`config.mk`:
```
export PLATFORM = sky130hd
export DESIGN_NAME = mem_arbiter
export DESIGN_NICKNAME = d
export VERILOG_FILES = /design/src/rtl/mem_arbiter.sv
export SDC_FILE = /design/constraint.sdc
export NUM_CORES = 1
export LEC_CHECK = 0
export CAP_MARGIN = 20
export CORE_ASPECT_RATIO = 1.25
export CORE_MARGIN = 2
export CORE_UTILIZATION = 38
export DETAILED_ROUTE_END_ITERATION = 12
export PLACE_DENSITY = 0.81
export RECOVER_POWER = 100
export SYNTH_ARGS = -nofsm -noshare
export SYNTH_HDL_FRONTEND = slang
export SYNTH_SLANG_ARGS = --single-unit
```
`constraint.sdc`:
```
create_clock -name clk -period 2.6 [get_ports clk]
set_input_delay 0.52 -clock clk [delete_from_list [all_inputs] [get_ports clk]]
set_output_delay 0.52 -clock clk [all_outputs]
set_load 0.05 [all_outputs]
```
`src/rtl/mem_arbiter.sv`:
```
// Two-requester arbiter in front of a single-port RAM with a 1-cycle registered read.
// Writes complete in the accept cycle. Reads hold the bus for one extra cycle while RAM data returns.
module mem_arbiter #(
    parameter int ADDR_W     = 9,
    parameter int DATA_W     = 16,
    parameter int RAM_AW     = 8,
    parameter int FIXED_PRIO = 0,
    parameter int CNT_W      = 16
) (
    input  logic              clk,
    input  logic              reset,
    input  logic [1:0]        m0_cmd,
    input  logic [ADDR_W-1:0] m0_addr,
    input  logic [DATA_W-1:0] m0_wdata,
    output logic              m0_ready,
    output logic              m0_rvalid,
    output logic [DATA_W-1:0] m0_rdata,
    output logic [CNT_W-1:0]  m0_count,
    input  logic [1:0]        m1_cmd,
    input  logic [ADDR_W-1:0] m1_addr,
    input  logic [DATA_W-1:0] m1_wdata,
    output logic              m1_ready,
    output logic              m1_rvalid,
    output logic [DATA_W-1:0] m1_rdata,
    output logic [CNT_W-1:0]  m1_count,
    output logic [RAM_AW-1:0] ram_addr,
    output logic              ram_write,
    output logic [DATA_W-1:0] ram_din,
    input  logic [DATA_W-1:0] ram_dout,
    output logic              dbg_state,
    output logic              dbg_last_grant
);
    // Handshake: a requester presents cmd/addr/wdata and holds them until ready=1.
    // ready is combinational. The transfer happens in the cycle where ready=1.
    // Read data follows one cycle later, marked by rvalid.
    localparam logic [1:0] MREAD  = 2'b01;
    localparam logic [1:0] MWRITE = 2'b10;

    typedef enum logic {IDLE = 1'b0, RD = 1'b1} state_t;

    state_t              state, state_next;
    logic                last_grant, rd_owner, rd_oor;
    logic [CNT_W-1:0]    count0, count1;
    logic                req0, req1, grant, winner;
    logic [1:0]          w_cmd;
    logic [ADDR_W-1:0]   w_addr;
    logic [DATA_W-1:0]   w_wdata;
    logic [DATA_W-1:0]   rd_data;

    assign req0  = (m0_cmd == MREAD) || (m0_cmd == MWRITE);
    assign req1  = (m1_cmd == MREAD) || (m1_cmd == MWRITE);
    assign grant = (state == IDLE) && !reset && (req0 || req1);

    always_comb begin
        if (req0 && req1)
            winner = (FIXED_PRIO != 0) ? 1'b0 : ~last_grant;
        else
            winner = req1;
    end

    assign w_cmd   = winner ? m1_cmd   : m0_cmd;
    assign w_addr  = winner ? m1_addr  : m0_addr;
    assign w_wdata = winner ? m1_wdata : m0_wdata;
    assign rd_data = rd_oor ? '0 : ram_dout;

    always_comb begin
        state_next = state;
        m0_ready   = 1'b0;
        m1_ready   = 1'b0;
        m0_rvalid  = 1'b0;
        m1_rvalid  = 1'b0;
        m0_rdata   = '0;
        m1_rdata   = '0;
        ram_addr   = '0;
        ram_write  = 1'b0;
        ram_din    = '0;
        case (state)
            IDLE: begin
                if (grant) begin
                    m0_ready = ~winner;
                    m1_ready = winner;
                    ram_addr = w_addr[RAM_AW-1:0];
                    if (w_cmd == MWRITE) begin
                        // An address above the RAM window is accepted but never written.
                        ram_write = ~w_addr[ADDR_W-1];
                        ram_din   = w_wdata;
                    end else begin
                        state_next = RD;
                    end
                end
            end
            RD: begin
                state_next = IDLE;
                if (!reset) begin
                    if (rd_owner) begin
                        m1_rvalid = 1'b1;
                        m1_rdata  = rd_data;
                    end else begin
                        m0_rvalid = 1'b1;
                        m0_rdata  = rd_data;
                    end
                end
            end
            default: state_next = IDLE;
        endcase
    end

    always_ff @(posedge clk) begin
        if (reset) begin
            state      <= IDLE;
            last_grant <= 1'b1;
            rd_owner   <= 1'b0;
            rd_oor     <= 1'b0;
            count0     <= '0;
            count1     <= '0;
        end else begin
            state <= state_next;
            if (grant) begin
                last_grant <= winner;
                if (winner) begin
                    if (count1 != '1) count1 <= count1 + CNT_W'(1);
                end else begin
                    if (count0 != '1) count0 <= count0 + CNT_W'(1);
                end
                if (w_cmd != MWRITE) begin
                    rd_owner <= winner;
                    rd_oor   <= w_addr[ADDR_W-1];
                end
            end
        end
    end

    // Observed values read as their reset values while reset is held.
    assign m0_count       = reset ? '0 : count0;
    assign m1_count       = reset ? '0 : count1;
    assign dbg_state      = !reset && (state == RD);
    assign dbg_last_grant = reset || last_grant;

endmodule

```
==> flow_metrics.py <==
metrics = {
    "sta": {
        "min_period_ps": 2510,
        "tightest_slew_ps": 1040,
        "period_share": 0.963,
        "rsz0062_at_grt": "no",
        "fin_setup_tns_ps": 0,
        "fmax_mhz": 399,
        "holdWs_ps": 520,
        "setup-violations-final": 0,
        "skew_ps": 4.90,
        "setup_slack_ps": 95.0,
        "relSlewSlack": 0.297,
        "timing_hold_violations_final": 0,
        "slew_viol_final": 0,
    },
    "worst_setup_path": {
        "cp.arrival_ps": 1990,
        "cp-end-kind": "output port",
        "critPathMaxFanout": 8,
        "critPathKind": "primary input to output port",
        "startpoint_type": "primary input",
        "cp.required_ps": 2080,
    },
    "route": {
        "num_vias": 3226,
        "wl_per_cell_um": 16.2,
        "drt_iter0_drc": 94,
        "final_antenna_net_count": 0,
        "vias_per_cell": 5.22,
        "drc": 0,
        "drt-total-wl_um": 9980,
        "drtPass1Iterations": 4,
    },
    "layout": {
        "finalNonFillerCells": 618,
        "final_layout_size_suffix_gt1_frac": 0.311,
        "utilization": 0.653,
        "nets": 600,
        "fillers": 624,
        "syn_to_final_growth_pct": 64.5,
        "final_cell_area_um2": 4580,
    },
    "floorplanning": {
        "start_util": 0.397,
        "core_area_um2": 7020,
        "rows": 34,
        "die_x_um": 80.6,
        "ios": 167,
        "die-area_um2": 8030,
        "chipHeight_um": 99.7,
    },
    "grt": {
        "antenna_found_initial": 1,
        "grt_pass1_vias": 3010,
        "grt_pass1_wl_um": 15000,
        "grtUsageTotal": 0.239,
        "gr-total-overflow": 0,
        "grt_max_degree": 60,
    },
    "placed_design": {
        "post-dp-hpwl_um": 8110,
        "port_buffers": 166,
        "gp_congestion": 0.838,
        "dp_slack_ps": -172,
        "placed_area_um2": 4610,
        "dp.cells": 608,
    },
    "cts": {
        "numCtsBuffers": 5,
        "cts.sink_count": 36,
        "htreeDepth": 2,
        "cts_root_buf": "clkbuf_8",
        "clk_pin_slew_worst_paths_ps": 70,
        "clk_path_buf_depth": 2,
        "cts_tree": "yes",
        "cts_hold_buf": 0,
        "clk_latency_ps": 290,
    },
    "synthesis": {
        "synthFlopType": "dfxtp_1",
        "ys_seq_area_frac": 0.259,
        "synthArstFlopShare": 0,
        "avgSynthCellArea_um2": 7.78,
        "yosys_warnings": 0,
        "synth_area_um2": 2780,
        "synth_seq_cells": 36,
        "synth_edf_count": 0,
        "synth_fp_nets": 432,
        "syn_inst": 358,
        "ys_types": 49,
    },
    "power_and_ir_drop": {
        "powerDensity_nw_per_um2": 354,
        "leakagePower_nw": 1.83,
        "power_mw": 1.62,
        "ir_drop_uv": 383,
    },
    "run_status": {
        "status": "finished clean",
    },
    "hold_path": {
        "holdCritPathClass": "flip-flop to flip-flop",
    },
    "run": {
        "maxCapViolations": 0,
    },
}
==> placed cells by master, fill, tap and decap left out, types with 12 or more instances in the layout <==
cell type and n:
clkbuf_1 31, nor2_1 56, clkdlybuf4s50_1 66, buf_4 12, nand2b_1 20, buf_12 19
mux2_2 25, clkbuf_2 37, inv_1 14, dfxtp_1 36, nor2b_1 25, nor2_2 22
==> kinds of logic (layout without fill, tap and decap cells) <==
group | count (synthesis) | count (layout) | share of synthesized area
compound gates | 36 | 36 | 0.0980
xor+xnor | 2 | 2 | 0.00899
fa+ha+maj | 2 | 2 | 0.00899
buf+inv | 34 | 203 | 0.0611
flops | 36 | 36 | 0.259
mux | 45 | 45 | 0.176
other cells | 0 | 1 | 0
simple gates | 203 | 203 | 0.388
==> sequential cells by signal, summed over array words and instances, names as in the netlist <==
| name | flops |
|---|---|
| rd_oor | 1 |
| count0 | 16 |
| state | 1 |
| count1 | 16 |
| last_grant | 1 |
| rd_owner | 1 |
==> layout make-up <==
type,count,area [um2],area share
antenna,1,2.50,0.000546
sequential,36,721,0.157
timing repair buffer,180,1570,0.343
clock buffer,6,82.6,0.0180
multi-input combinational,288,2030,0.443
clock inverter,2,10.0,0.00219
tap,90,113,0.0246
inverter,15,56.3,0.0123
==> path summary, 6_finish.rpt <==
| kind | start | slack, ps | depth (start not counted) | end |
|---|---|---|---|---|
| max | m0_cmd[0] | 90 | 7 | ram_din[10] |
| min reg2reg | count0[1] | 520 | 2 | count0[1] |
| max reg2reg | count0[0] | 380 | 5 | count0[5] |
| min | count0[1] | 520 | 2 | count0[1] |
==> cells in the mapped netlist (all sizes together), types with 2 or more instances <==
cell type / number / area (um2)
ha: 2 / 25.0
mux2: 28 / 319
nor4b: 6 / 52.6
dfxtp: 36 / 721
and2: 3 / 18.8
o211ai: 4 / 35.0
nor4: 11 / 81.3
a21oi: 8 / 40.0
nor2b: 27 / 169
or2: 2 / 12.5
nand2: 11 / 41.3
nand3: 9 / 45.0
nand4: 12 / 81.3
a211oi: 2 / 15.0
nand2b: 20 / 125
nor2: 80 / 300
buf: 6 / 35.0
a211o: 2 / 18.8
or3: 4 / 25.0
nor3b: 2 / 15.0
inv: 15 / 56.3
clkbuf: 13 / 78.8
o21ai: 5 / 25.0
and4: 6 / 52.6
mux2i: 17 / 170
nor3: 8 / 40.0
a22o: 8 / 70.1
==> repair_timing <==
action                                 in CTS  in global routing
pin swaps                                   4                  1
buffers inserted                            1                  0
setup endpoints to repair                  27                 23
endpoints found under the hold margin       0                  0
gates resized for setup                    33                  6
==> worst max-delay path, stage by stage <==
cell           delay [ps]
dlygate4sd2_1         290
xor2_2                230
a21oi_4               240
buf_8                 200
mux2i_4               240
nor2_2                 50
clkbuf_4              210
==> power by group <==
group	internal [mW]	total [mW]	switching, mW
combinational	0.292	0.626	0.335
clock	0.212	0.421	0.210
sequential	0.560	0.574	0.0141
==> metal layers <==
metal	wire, um	GRT usage	vias up
li1	-	-	1601
met1	3670	0.258	1477
met2	5080	0.428	132
met3	1010	0.0753	16
met4	223	0.0900	0
met5	0	0	-
(Power assumes the default switching activity.)
